--- config.mk ---
export PLATFORM = sky130hd
export DESIGN_NAME = control_unit_fsm
export DESIGN_NICKNAME = d
export VERILOG_FILES = /design/src/rtl/control_unit_fsm.sv
export SDC_FILE = /design/constraint.sdc
export NUM_CORES = 1
export LEC_CHECK = 0
export ABC_AREA = 1
export CAP_MARGIN = 30
export CORE_UTILIZATION = 37
export CTS_CLUSTER_SIZE = 40
export DETAILED_ROUTE_END_ITERATION = 7
export HOLD_SLACK_MARGIN = 0.12
export PLACE_DENSITY = 0.9
export SLEW_MARGIN = 20
export SYNTH_ARGS = -nofsm -noshare
export SYNTH_HDL_FRONTEND = slang
export SYNTH_SLANG_ARGS = --single-unit
--- constraint.sdc ---
create_clock -name CLK -period 3.9 [get_ports CLK]
set_clock_uncertainty 0.05 [all_clocks]
set_input_delay 0.585 -clock CLK [delete_from_list [all_inputs] [get_ports CLK]]
set_output_delay 0.585 -clock CLK [all_outputs]
set_load 0.005 [all_outputs]
--- src/rtl/control_unit_fsm.sv ---
// Multi-cycle control unit for the cs147sec05 processor. Every instruction
// walks FETCH, DECODE, EXE, MEM and WB. Decoding is purely combinational
// from INSTRUCTION, and the state register only tracks the phase.
module control_unit_fsm #(
  parameter bit HALT_ON_ILLEGAL = 1'b1
) (
  input  logic        CLK,
  input  logic        RST,
  input  logic        ZERO,
  input  logic [31:0] INSTRUCTION,
  output logic [31:0] CTRL,
  output logic        READ,
  output logic        WRITE,
  output logic        HALTED
);

  typedef enum logic [2:0] {
    S_FETCH  = 3'd0,
    S_DECODE = 3'd1,
    S_EXE    = 3'd2,
    S_MEM    = 3'd3,
    S_WB     = 3'd4,
    S_HALT   = 3'd7
  } state_t;

  // Control word bit positions
  localparam int PC_LOAD   = 0;
  localparam int PC_SEL_1  = 1;
  localparam int PC_SEL_2  = 2;
  localparam int PC_SEL_3  = 3;
  localparam int IR_LOAD   = 4;
  localparam int MEM_R     = 5;
  localparam int MEM_W     = 6;
  localparam int R1_SEL_1  = 7;
  localparam int REG_R     = 8;
  localparam int REG_W     = 9;
  localparam int WA_SEL_1  = 10;
  localparam int WA_SEL_2  = 11;
  localparam int WA_SEL_3  = 12;
  localparam int WD_SEL_1  = 13;
  localparam int WD_SEL_2  = 14;
  localparam int WD_SEL_3  = 15;
  localparam int SP_LOAD   = 16;
  localparam int OP1_SEL_1 = 17;
  localparam int OP2_SEL_1 = 18;
  localparam int OP2_SEL_2 = 19;
  localparam int OP2_SEL_3 = 20;
  localparam int OP2_SEL_4 = 21;
  localparam int ALU_LSB   = 22;
  localparam int MA_SEL_1  = 26;
  localparam int MA_SEL_2  = 27;
  localparam int MD_SEL_1  = 28;

  localparam logic [3:0] ALU_ADD = 4'd1;
  localparam logic [3:0] ALU_SUB = 4'd2;
  localparam logic [3:0] ALU_MUL = 4'd3;
  localparam logic [3:0] ALU_SRL = 4'd4;
  localparam logic [3:0] ALU_SLL = 4'd5;
  localparam logic [3:0] ALU_AND = 4'd6;
  localparam logic [3:0] ALU_OR  = 4'd7;
  localparam logic [3:0] ALU_NOR = 4'd8;
  localparam logic [3:0] ALU_SLT = 4'd9;

  state_t state_q, state_d;

  logic [5:0]  opcode, funct;
  logic        unused_ir;
  logic        legal;
  logic [31:0] hold;     // operand selects / ALU code held from EXE to WB
  logic        wr_rd, wr_rt;
  logic        is_lw, is_sw, is_push, is_pop, is_beq, is_bne;
  logic        is_jr, is_jmp, is_jal, is_lui;

  assign opcode    = INSTRUCTION[31:26];
  assign funct     = INSTRUCTION[5:0];
  assign unused_ir = ^INSTRUCTION[25:6];

  // State register: reset always restarts at FETCH
  always_ff @(posedge CLK) begin
    if (RST) state_q <= S_FETCH;
    else     state_q <= state_d;
  end

  // Next state: fixed five-phase ring, HALT is entered only from DECODE
  always_comb begin
    state_d = S_FETCH;
    case (state_q)
      S_FETCH:  state_d = S_DECODE;
      S_DECODE: state_d = (!legal && HALT_ON_ILLEGAL) ? S_HALT : S_EXE;
      S_EXE:    state_d = S_MEM;
      S_MEM:    state_d = S_WB;
      S_WB:     state_d = S_FETCH;
      S_HALT:   state_d = S_HALT;
      default:  state_d = S_FETCH;
    endcase
  end

  // Instruction decode into held datapath selects and per-class flags
  always_comb begin
    legal   = 1'b1;
    hold    = '0;
    wr_rd   = 1'b0;
    wr_rt   = 1'b0;
    is_lw   = 1'b0;
    is_sw   = 1'b0;
    is_push = 1'b0;
    is_pop  = 1'b0;
    is_beq  = 1'b0;
    is_bne  = 1'b0;
    is_jr   = 1'b0;
    is_jmp  = 1'b0;
    is_jal  = 1'b0;
    is_lui  = 1'b0;
    case (opcode)
      6'h00: begin
        wr_rd = 1'b1;
        hold[OP2_SEL_4] = 1'b1;
        case (funct)
          6'h20: hold[ALU_LSB +: 4] = ALU_ADD;
          6'h22: hold[ALU_LSB +: 4] = ALU_SUB;
          6'h2c: hold[ALU_LSB +: 4] = ALU_MUL;
          6'h24: hold[ALU_LSB +: 4] = ALU_AND;
          6'h25: hold[ALU_LSB +: 4] = ALU_OR;
          6'h27: hold[ALU_LSB +: 4] = ALU_NOR;
          6'h2a: hold[ALU_LSB +: 4] = ALU_SLT;
          6'h01, 6'h02: begin
            // shifts take shamt instead of R2
            hold[OP2_SEL_4]     = 1'b0;
            hold[OP2_SEL_3]     = 1'b1;
            hold[OP2_SEL_1]     = 1'b1;
            hold[ALU_LSB +: 4]  = (funct == 6'h01) ? ALU_SLL : ALU_SRL;
          end
          6'h08: begin
            wr_rd = 1'b0;
            hold  = '0;
            is_jr = 1'b1;
          end
          default: begin
            wr_rd = 1'b0;
            hold  = '0;
            legal = 1'b0;
          end
        endcase
      end
      6'h08: begin hold[OP2_SEL_2] = 1'b1; hold[ALU_LSB +: 4] = ALU_ADD; wr_rt = 1'b1; end
      6'h1d: begin hold[OP2_SEL_2] = 1'b1; hold[ALU_LSB +: 4] = ALU_MUL; wr_rt = 1'b1; end
      6'h0a: begin hold[OP2_SEL_2] = 1'b1; hold[ALU_LSB +: 4] = ALU_SLT; wr_rt = 1'b1; end
      6'h0c: begin hold[ALU_LSB +: 4] = ALU_AND; wr_rt = 1'b1; end
      6'h0d: begin hold[ALU_LSB +: 4] = ALU_OR;  wr_rt = 1'b1; end
      6'h0f: begin is_lui = 1'b1; wr_rt = 1'b1; end
      6'h04, 6'h05: begin
        // compare rs with rt; the sign-extended offset feeds the branch adder
        hold[OP2_SEL_4]    = 1'b1;
        hold[OP2_SEL_2]    = 1'b1;
        hold[ALU_LSB +: 4] = ALU_SUB;
        is_beq = (opcode == 6'h04);
        is_bne = (opcode == 6'h05);
      end
      6'h23: begin hold[OP2_SEL_2] = 1'b1; hold[ALU_LSB +: 4] = ALU_ADD; wr_rt = 1'b1; is_lw = 1'b1; end
      6'h2b: begin hold[OP2_SEL_2] = 1'b1; hold[ALU_LSB +: 4] = ALU_ADD; is_sw = 1'b1; end
      6'h02: is_jmp = 1'b1;
      6'h03: is_jal = 1'b1;
      6'h1b: begin
        // SP-1 computed on SP with constant 1; R0 driven as store data
        hold[OP1_SEL_1]    = 1'b1;
        hold[OP2_SEL_3]    = 1'b1;
        hold[ALU_LSB +: 4] = ALU_SUB;
        hold[R1_SEL_1]     = 1'b1;
        hold[MD_SEL_1]     = 1'b1;
        is_push = 1'b1;
      end
      6'h1c: begin
        hold[OP1_SEL_1]    = 1'b1;
        hold[OP2_SEL_3]    = 1'b1;
        hold[ALU_LSB +: 4] = ALU_ADD;
        is_pop = 1'b1;
      end
      default: legal = 1'b0;
    endcase
  end

  // Outputs: per-phase control word, all quiet while reset is held
  always_comb begin
    CTRL   = '0;
    READ   = 1'b0;
    WRITE  = 1'b0;
    HALTED = 1'b0;
    if (!RST) begin
      case (state_q)
        S_FETCH: begin
          CTRL[MEM_R]    = 1'b1;
          CTRL[MA_SEL_2] = 1'b1;
          READ           = 1'b1;
        end
        S_DECODE: begin
          CTRL[MEM_R]    = 1'b1;
          CTRL[MA_SEL_2] = 1'b1;
          CTRL[IR_LOAD]  = 1'b1;
          CTRL[REG_R]    = 1'b1;
          READ           = 1'b1;
        end
        S_EXE: begin
          CTRL          = hold;
          CTRL[REG_R]   = 1'b1;
          CTRL[SP_LOAD] = is_pop;
        end
        S_MEM: begin
          CTRL           = hold;
          CTRL[MEM_R]    = is_lw | is_pop;
          CTRL[MEM_W]    = is_sw | is_push;
          CTRL[MA_SEL_1] = is_push | is_pop;
          READ           = is_lw | is_pop;
          WRITE          = is_sw | is_push;
        end
        S_WB: begin
          CTRL           = hold;
          CTRL[PC_LOAD]  = 1'b1;
          CTRL[PC_SEL_1] = ~is_jr;
          CTRL[PC_SEL_2] = (is_beq & ZERO) | (is_bne & ~ZERO);
          CTRL[PC_SEL_3] = ~(is_jmp | is_jal);
          CTRL[REG_W]    = wr_rd | wr_rt | is_jal | is_pop;
          CTRL[WA_SEL_1] = wr_rt;
          CTRL[WA_SEL_2] = is_jal;
          CTRL[WA_SEL_3] = wr_rd | wr_rt;
          CTRL[WD_SEL_1] = is_lw | is_pop;
          CTRL[WD_SEL_2] = is_lui;
          CTRL[WD_SEL_3] = ~is_jal;
          CTRL[SP_LOAD]  = is_push;
        end
        S_HALT:  HALTED = 1'b1;
        default: CTRL = '0;
      endcase
    end
  end

endmodule

==> results by group, run 1 <==
Outcome
  • Status: completed

Worst setup path
  • Slowest CP cell: clkdlybuf4s50_1
  • Critical path's top delay family: buffers and inverters
  • Internal reg-to-reg setup slack: 2.47 ns
  • Worst setup EP type: output port
  • Critical path arrival: 2.70 ns
  • Critical path peak fanout: 5
  • Startpoint type of the worst setup path: input pin
  • R2R depth: 9
  • Worst path required time: 3.26 ns
  • Critical Path Max Stage Delay: 0.61 ns
  • Crit Path Class: in2out
  • R2r endpoint: state_q[0]
  • Reg-to-Reg Start: state_q[2]
  • Buffers and inverters on the worst path: 3
  • Worst-path cell chain: clkdlybuf4s50_1 > inv_1 > nor2_1 > nand3_1 > nor2_1 > nand4_1 > o31ai_1 > clkdlybuf4s50_1

Final layout
  • Largest regs: state_q (3)
  • Largest register FFs: 3
  • Layout cells sized above 1: 7.66%
  • Commonest non-fill, non-tap cell in the layout: clkdlybuf4s50_1
  • Antenna Cells: 0
  • Non-Filler Instances: 263
  • Top reg by flops: state_q
  • Layout Area Growth over Synthesis: 52.5%
  • Number of fill cells: 224
  • Nets: 271
  • Most frequent cells in the layout: clkdlybuf4s50_1, nand2_1, nor2_1, inv_1, nand3_1

Global route
  • Grt total ovfl: 0
  • Largest net degree at the start of global routing: 12
  • Initial antenna violation count: 0
  • Gr usage total: 22.1%
  • Vias in the first global route: 1119
  • First-pass GRT wire length: 4.64 mm

Pwr
  • Net Sw Frac: 44.2%
  • Worst IR Drop VDD: 269 uV
  • Pleak: 0.741 nW
  • Sequential Power Share: 17.9%
  • Combinational share of power: 60.7%
  • NetSw: 0.122 mW
  • PwrDens: 192 mW/mm^2
  • Clock Power Share: 21.5%
  • Int Pwr: 0.154 mW
  • Power Total: 0.276 mW

STA
  • TNS Setup: 0 ns
  • Final period util: 85.5%
  • Fin. Hold Viols: 0
  • Fin crit period: 3.33 ns
  • Final setup fails: 0
  • Hold WS: 0.514 ns
  • Max-slew violation count: 0
  • RSZ-0062 raised after global routing: false
  • Fmax achieved: 300 MHz

CTS
  • Number of CTS-inserted buffers: 3
  • Deepest clock path buffer count: 2
  • CTS sink count: 3
  • Root Driver: clkbuf_4
  • Hold-fix buffers at CTS: 0
  • Post-CTS Setup Inserts: 0
  • CTS tree: built
  • Clock-pin slew on the worst setup and hold paths: 0.04 ns
  • Clock latency on the worst-skew pair: 0.25 ns
  • PostCTS Resize Cnt: 0
  • # H-tree levels: 1

Drt
  • First-pass DRT Iterations: 5
  • Final ANT Viol Nets: 0
  • Initial DRC Count: 50
  • Final wirelength: 2.81 mm
  • Final routed DRC violation total: 0
  • Vias/cell: 5.00
  • Vias post-DR: 1316
  • WL/cell: 10.7 um

Synth
  • #FFs+latches synth: 3
  • Post-synth top area cell: nand2_1
  • Post-synthesis mux area share: 0%
  • Synth Area in XOR/XNOR: 0%
  • Syn Area/Cell: 5.02 um^2
  • YS warnings: 0
  • Post-Synth Adder-Cell Area: 0%
  • Share of the synthesized area in the top cell type: 16.7%
  • Simple-gate share of the synthesized area: 62.1%
  • Main combinational cell family by area after synthesis: simple AND/OR/NAND/NOR gates
  • Post-Synthesis Cell Area: 945 um^2
  • Netlist cell types: 27
  • Ranking of synthesized cells by area: nand2_1, nor2_1, nand3_1
  • Compound-Gate Fraction of Synth Area: 13.6%
  • Sequential share of the synthesized area: 6.36%
  • Post-Synthesis Cells: 188

Place
  • Total placed cells including tap cells: 259
  • Count of input and output buffers: 46
  • RD Place Congestion: 0.925
  • Dpl hpwl: 2.31 mm

Floorplan
  • # IOs: 70
  • Core Footprint: 0.00232 mm^2
  • Row Count: 17
  • Die Y: 52.5 um
  • Initial core utilization: 40.7%
  • Die area: 0.00276 mm^2
  • Die Width: 52.5 um

Run
  • Max cap viols: 0

Hold path
  • Min-Delay Endpoint: state_q[2]
  • Hold path start: state_q[0]
  • Hold WC Path Type: reg2reg
  • WHS Path Cells: 2
-- cell families after synthesis --
family | count (synthesis)
buffers and inverters | 40
AOI/OAI and AO/OA | 21
DFF | 3
other | 1
and+or+nand+nor | 123
-- synthesized netlist by cell type --
master / n
a21oi_2: 1
nor2_1: 34
inv_2: 2
a41oi_1: 1
nand2_4: 1
nand2_1: 42
nand3_2: 1
inv_1: 33
clkbuf_1: 1
nor3b_1: 3
nor3_1: 6
nand4_1: 1
nor2_4: 1
dfxtp_1: 3
nor2_2: 5
nor2_8: 2
o31ai_1: 1
conb_1: 1
a21oi_1: 8
a31oi_1: 3
nand3_1: 25
a31o_2: 2
buf_4: 4
o21ai_0: 4
or2_1: 1
nand3b_1: 1
o21a_1: 1
-- metrics by stage --
step	util [%]	instance area [um^2]	setup WS [ns]
detailed placement	61.0	1410	0.595
floorplan	-	952	1.80
global route	62.1	1440	0.404
CTS	62.1	1440	0.596
global placement	61.0	1410	0.643
finish	62.1	1440	0.566
-- routing by layer --
layer  part of all wire (%)  routed length [um]  global-route usage (%)
met5                      0                   0                       0
met4                    1.9                  53                    5.26
met3                    9.3                 261                    3.77
met2                     43                1220                    36.3
met1                     45                1280                    29.6
-- how the worst max path moves through the flow --
stage	from	endpoint	slack [ns]	cells past startpoint
2_1_floorplan	INSTRUCTION[28]	CTRL[9]	1.80	8
3_3_place_gp	INSTRUCTION[29]	CTRL[23]	0.64	10
3_5_place_dp	INSTRUCTION[29]	CTRL[16]	0.60	8
4_1_cts	INSTRUCTION[29]	CTRL[23]	0.60	10
5_1_grt	INSTRUCTION[29]	CTRL[23]	0.40	10
6_report	INSTRUCTION[29]	CTRL[16]	0.57	8
-- power by group through the flow --
stage	combinational, mW	sequential (mW)	clock [mW]
floorplan	0.0988	0.0469	0
global placement	0.162	0.0492	0
detailed placement	0.165	0.0493	0
global route	0.186	0.0506	0.0640
CTS	0.166	0.0488	0.0608
finish	0.168	0.0493	0.0593
-- tightest hold or removal path: cells and delay by family, from the launching register on --
kind	cells	cell delay, ns
flops	1	0.33
simple gates	1	0.11
compound gates	1	0.07
-- layout make-up --
| class | count | area (um^2) | area share, % |
|---|---|---|---|
| Multi-Input combinational cell | 147 | 727 | 50.5 |
| Tap cell | 28 | 35.0 | 2.43 |
| Sequential cell | 3 | 60.1 | 4.17 |
| Timing Repair Buffer | 46 | 460 | 32.0 |
| Inverter | 35 | 131 | 9.12 |
| Clock buffer | 4 | 26.3 | 1.82 |
Power figures use the tool's default switching activity.
==> run 2: changes to the inputs <==
CORE_MARGIN = 2   (was not set)
==> run 2 against run 1 <==
Compared with the run above: register-to-register slack got worse by 0.03 ns; utilization fell by 3.3 points; total power rose by 0.89%; critical path depth rose by 2; die area rose by 7.8%; sequential share of layout area barely moved; final area rose by 0.17%; setup slack improved by 0.024 ns; global-route usage fell by 1.7 points; first-iteration DRC count fell by 2.0%; fmax rose by 0.73%; critical endpoint is now CTRL[23]; largest cell class unchanged.
==> results by group, run 2 (synthesis gave the netlist of run 1 again) <==
CTS
  • CTS sink count: 3 (unchanged)
  • Hold-fix buffers at CTS: 0 (unchanged)
  • Deepest clock path buffer count: 2 (unchanged)
  • PostCTS Resize Cnt: 0 (unchanged)
  • Clock-pin slew on the worst setup and hold paths: 0.05 ns (about the same)
  • CTS tree: built
  • Number of CTS-inserted buffers: 3 (unchanged)
  • # H-tree levels: 1 (unchanged)
  • Root Driver: clkbuf_4
  • Post-CTS Setup Inserts: 0 (unchanged)
  • Clock latency on the worst-skew pair: 0.25 ns (about the same)

Worst setup path
  • Crit Path Class: in2out
  • WP depth: 10 (+2)
  • Internal reg-to-reg setup slack: 2.44 ns (-0.03 ns)
  • Critical Path Max Stage Delay: 0.53 ns (-0.08 ns)
  • R2r endpoint: state_q[2]
  • Worst-path cell chain: clkdlybuf4s50_1 > inv_1 > nor2_1 > nand3_1 > nand2_1 > nor2_1 > nand2_1 > nand2_1 > a21oi_1 > clkdlybuf4s50_1
  • Top cell by count, worst path: nand2_1
  • Critical path peak fanout: 5 (unchanged)
  • Worst path required time: 3.26 ns (about the same)
  • Critical path arrival: 2.68 ns (-0.02 ns)
  • R2R depth: 9 (unchanged)
  • Critical path's top delay family: buffers and inverters
  • Slowest CP cell: clkdlybuf4s50_1
  • Reg-to-Reg Start: state_q[2]
  • Startpoint type of the worst setup path: input pin
  • Worst setup EP type: output port
  • Buffers and inverters on the worst path: 3 (unchanged)

Drt
  • Vias/cell: 5.11 (+2.0%)
  • WL/cell: 10.6 um (-0.65%)
  • Final routed DRC violation total: 0 (unchanged)
  • Final wirelength: 2.81 mm (+0.11%)
  • Initial DRC Count: 49 (-2.0%)
  • Vias post-DR: 1353 (+2.8%)
  • First-pass DRT Iterations: 4 (-1)
  • Final ANT Viol Nets: 0 (unchanged)

Floorplan
  • Die Width: 54.5 um (+3.8%)
  • Row Count: 18 (+1)
  • Initial core utilization: 38.5% (-2.3 points)
  • Core Footprint: 0.00245 mm^2 (+5.9%)
  • # IOs: 70 (unchanged)
  • Die area: 0.00297 mm^2 (+7.8%)
  • Die Y: 54.5 um (+3.8%)

STA
  • Final period util: 84.9% (-0.62 points)
  • Fin. Hold Viols: 0 (unchanged)
  • Max-slew violation count: 0 (unchanged)
  • Final setup fails: 0 (unchanged)
  • RSZ-0062 raised after global routing: false
  • Fmax achieved: 302 MHz (+0.73%)
  • Worst setup margin: 0.590 ns (+0.0240 ns)
  • Fin crit period: 3.31 ns (-0.0240 ns)
  • TNS Setup: 0 ns (unchanged)

Final layout
  • Non-Filler Instances: 265 (+0.76%)
  • Number of fill cells: 241 (+7.6%)
  • Antenna Cells: 0 (unchanged)
  • Commonest non-fill, non-tap cell in the layout: clkdlybuf4s50_1
  • Nets: 271 (unchanged)
  • Largest regs: state_q (3)
  • Register area: 60.1 um^2 (unchanged)
  • Layout cells sized above 1: 7.66% (unchanged)
  • Largest register FFs: 3 (unchanged)
  • Most frequent cells in the layout: clkdlybuf4s50_1, nand2_1, nor2_1, inv_1, nand3_1
  • Top reg by flops: state_q
  • Final core occ: 58.8% (-3.3 points)
  • Layout Area Growth over Synthesis: 52.7%
  • Area of the multi-input gates: 727 um^2 (unchanged)
  • Finished Cell Area: 0.00144 mm^2 (+0.17%)

Place
  • Dpl hpwl: 2.31 mm (about the same)
  • Total placed cells including tap cells: 261 (+0.77%)
  • Count of input and output buffers: 46 (unchanged)
  • Post-Place Worst Slack: 0.633 ns (+0.0373 ns)
  • Placed cell areas: 0.00142 mm^2 (+0.18%)
  • RD Place Congestion: 0.840 (-9.2%)

Pwr
  • PwrDens: 193 mW/mm^2 (+0.71%)
  • Worst IR Drop VDD: 295 uV (+9.9%)
  • Pleak: 0.741 nW (unchanged)

Global route
  • First-pass GRT wire length: 4.49 mm (-3.1%)
  • Largest net degree at the start of global routing: 12 (unchanged)
  • Vias in the first global route: 1094 (-2.2%)
  • Initial antenna violation count: 0 (unchanged)
  • Gr usage total: 20.4% (-1.7 points)
  • Grt total ovfl: 0 (unchanged)

Outcome
  • Status: completed

Hold path
  • Min-Delay Endpoint: state_q[2]
  • Hold WC Path Type: reg2reg
  • WHS Path Cells: 2 (unchanged)
  • Hold path start: state_q[0]

Run
  • Max cap viols: 0 (unchanged)
-- run 2: routing by layer --
layer	part of all wire [%]	global-route usage (%)
met5	0	0
met1	45	27.3
met2	46	31.9
met4	0.50	6.25
met3	8.4	5.19
-- run 2: through the flow --
| stage | power, mW | hold WS, ns |
|---|---|---|
| floorplan | 0.146 | 0.456 |
| global placement | 0.211 | 0.489 |
| detailed placement | 0.216 | 0.521 |
| CTS | 0.278 | 0.523 |
| global route | 0.305 | 0.560 |
| finish | 0.279 | 0.538 |
-- run 2: worst min-delay path, delay by kind of cell (launching register included) --
kind             cells  cell delay [ns]
AND/OR/NAND/NOR      1             0.12
flip-flops           1             0.34
AO/OA/AOI/OAI        1             0.08
-- run 2: final cells by class --
class	instances	share of cell area, %
Inverter	35	9.11
Sequential cell	3	4.16
Clock buffer	4	1.82
Tap cell	30	2.60
Multi-Input combinational cell	147	50.4
Timing Repair Buffer	46	31.9
-- run 2: worst max-delay path by stage --
stage	startpoint	end	slack [ns]
floorplan	INSTRUCTION[28]	CTRL[9]	1.80
global placement	INSTRUCTION[29]	CTRL[23]	0.64
detailed placement	INSTRUCTION[29]	CTRL[23]	0.63
CTS	INSTRUCTION[29]	CTRL[23]	0.63
global route	INSTRUCTION[29]	CTRL[23]	0.46
finish	INSTRUCTION[29]	CTRL[23]	0.59
-- run 2: where the power goes --
part / total, mW / internal (mW) / switching [mW]
combinational: 0.168 / 0.0759 / 0.0926
sequential: 0.0499 / 0.0395 / 0.0104
clock: 0.0602 / 0.0387 / 0.0215
total: 0.279 / 0.154 / 0.124
==> run 3: changes to the inputs <==
CORE_UTILIZATION = 34   (was 37)
PLACE_DENSITY = 0.84   (was 0.9)
clock period = 3.3 ns   (was 3.9 ns; I/O delays follow)
==> run 3 against run 2 <==
Compared with the run above: clock power increased by 13%; largest power group unchanged; final cell count increased by 0.75%; hold slack got worse by 0.046 ns; global-route usage decreased by 2.8 points; sequential power increased by 17%; routed wire length decreased by 3.1%; critical path depth unchanged; combinational power increased by 17%.
==> results by group, run 3 (synthesis gave the netlist of run 1 again) <==
Outcome
  • Status: completed

Floorplan
  • Die area: 0.00322 mm^2 (+8.2%)
  • Initial core utilization: 35.2% (-3.3 points)
  • Row Count: 19 (+1)
  • Core Footprint: 0.00269 mm^2 (+9.4%)
  • Die Y: 56.7 um (+4.0%)
  • # IOs: 70 (unchanged)
  • Die Width: 56.7 um (+4.0%)

Worst setup path
  • Worst setup EP type: output port
  • Critical Path Max Stage Delay: 0.60 ns (+0.07 ns)
  • Worst path required time: 2.75 ns (-0.51 ns)
  • Critical path peak fanout: 5 (unchanged)
  • Critical path arrival: 2.56 ns (-0.12 ns)
  • Crit Path Class: in2out
  • Worst-path cell chain: clkdlybuf4s50_1 > inv_1 > nor2_2 > nand3_1 > nand2_1 > nor2_1 > nand2_1 > nand2_1 > a21oi_1 > clkdlybuf4s50_1
  • Slowest CP cell: clkdlybuf4s50_1
  • Top cell by count, worst path: nand2_1
  • Startpoint type of the worst setup path: input pin

Final layout
  • Most frequent cells in the layout: clkdlybuf4s50_1, nand2_1, inv_1, nor2_1, nand3_1
  • Commonest non-fill, non-tap cell in the layout: clkdlybuf4s50_1
  • Largest regs: state_q (3)
  • Nets: 272 (+0.37%)
  • Layout cells sized above 1: 8.47% (+0.82 points)
  • Largest register FFs: 3 (unchanged)
  • Layout Area Growth over Synthesis: 53.9%
  • Top reg by flops: state_q
  • Antenna Cells: 0 (unchanged)

CTS
  • Number of CTS-inserted buffers: 3 (unchanged)
  • # H-tree levels: 1 (unchanged)
  • Hold-fix buffers at CTS: 0 (unchanged)
  • PostCTS Resize Cnt: 0 (unchanged)
  • Root Driver: clkbuf_4
  • CTS tree: built
  • CTS sink count: 3 (unchanged)
  • Deepest clock path buffer count: 2 (unchanged)
  • Clock-pin slew on the worst setup and hold paths: 0.04 ns (about the same)
  • Clock latency on the worst-skew pair: 0.24 ns (about the same)
  • Post-CTS Setup Inserts: 0 (unchanged)

Drt
  • Final routed DRC violation total: 0 (unchanged)
  • Vias post-DR: 1267 (-6.4%)
  • Vias/cell: 4.75 (-7.1%)
  • Initial DRC Count: 38 (-22%)
  • Final ANT Viol Nets: 0 (unchanged)
  • Final wirelength: 2.73 mm (-3.1%)
  • First-pass DRT Iterations: 4 (unchanged)
  • WL/cell: 10.2 um (-3.9%)

Run
  • Max cap viols: 0 (unchanged)

Place
  • RD Place Congestion: 0.909 (+8.2%)
  • Count of input and output buffers: 46 (unchanged)
  • Dpl hpwl: 2.29 mm (-1.2%)

STA
  • TNS Setup: 0 ns (unchanged)
  • Final period util: 94.0%
  • Max-slew violation count: 0 (unchanged)
  • Final setup fails: 0 (unchanged)
  • Fin. Hold Viols: 0 (unchanged)
  • RSZ-0062 raised after global routing: false
  • Fin crit period: 3.10 ns
  • Fmax achieved: 322 MHz

Pwr
  • Int Pwr: 0.183 mW (+19%)
  • Clock Power Share: 21.0% (-0.6 points)
  • NetSw: 0.140 mW (+13%)
  • Power Total: 0.323 mW (+16%)
  • Combinational share of power: 60.9% (+0.4 points)
  • Sequential Power Share: 18.0% (about the same)
  • Pleak: 0.745 nW (+0.64%)
  • PwrDens: 222 mW/mm^2 (+15%)
  • Worst IR Drop VDD: 323 uV (+9.5%)
  • Net Sw Frac: 43.4% (-1.3 points)

Global route
  • Largest net degree at the start of global routing: 11 (-1)
  • Gr usage total: 17.6% (-2.8 points)
  • Initial antenna violation count: 0 (unchanged)
  • First-pass GRT wire length: 4.58 mm (+2.0%)
  • Vias in the first global route: 1085 (-0.82%)
  • Grt total ovfl: 0 (unchanged)

Hold path
  • Hold WC Path Type: reg2reg
==> run 3: power groups by stage <==
stage | Combinational (mW) | Sequential [mW] | Clock, mW
finish | 0.197 | 0.0583 | 0.0679
global route | 0.221 | 0.0604 | 0.0751
CTS | 0.196 | 0.0577 | 0.0701
detailed placement | 0.196 | 0.0584 | 0
global placement | 0.193 | 0.0581 | 0
floorplan | 0.117 | 0.0555 | 0
==> run 3: final timing paths <==
path | start | to | slack, ns | cells after the start
worst max-delay path | INSTRUCTION[30] | CTRL[25] | 0.20 | 10
worst min-delay path | state_q[0] | state_q[2] | 0.49 | 2
worst max register to register | state_q[2] | state_q[0] | 1.92 | 9
worst min register to register | state_q[0] | state_q[2] | 0.49 | 2
==> run 3: stage by stage <==
stage | cells | util (%) | area (um^2) | hold slack [ns] | setup WS, ns
floorplan | 190 | - | 952 | 0.456 | 1.38
global placement | 263 | 53.1 | 1430 | 0.486 | 0.188
detailed placement | 263 | 53.1 | 1430 | 0.483 | 0.188
CTS | 267 | 54.0 | 1450 | 0.487 | 0.179
global route | 267 | 54.1 | 1450 | 0.594 | 0.0276
finish | 267 | 54.1 | 1450 | 0.492 | 0.197
==> run 3: area by class of cell <==
cell class                 count  area (um^2)
timing repair buffer          47          468
clock buffer                   4         26.3
tap                           31         38.8
inverter                      35          131
multi-input combinational    147          729
fill                         274         1230
sequential                     3         60.1
==> run 3: worst max-delay path, delay by kind of cell <==
kind / cells / cell delay (ns)
AO/OA/AOI/OAI: 1 / 0.15
AND/OR/NAND/NOR: 6 / 0.70
buffers and inverters: 3 / 1.20
==> run 3: routing by layer <==
metal	GRT usage [%]	vias to the layer above	part of all wire [%]
met1	23.4	534	46
li1	-	691	-
met5	0	-	0
met4	6.12	0	1.1
met3	3.23	4	5.6
met2	28.2	38	47
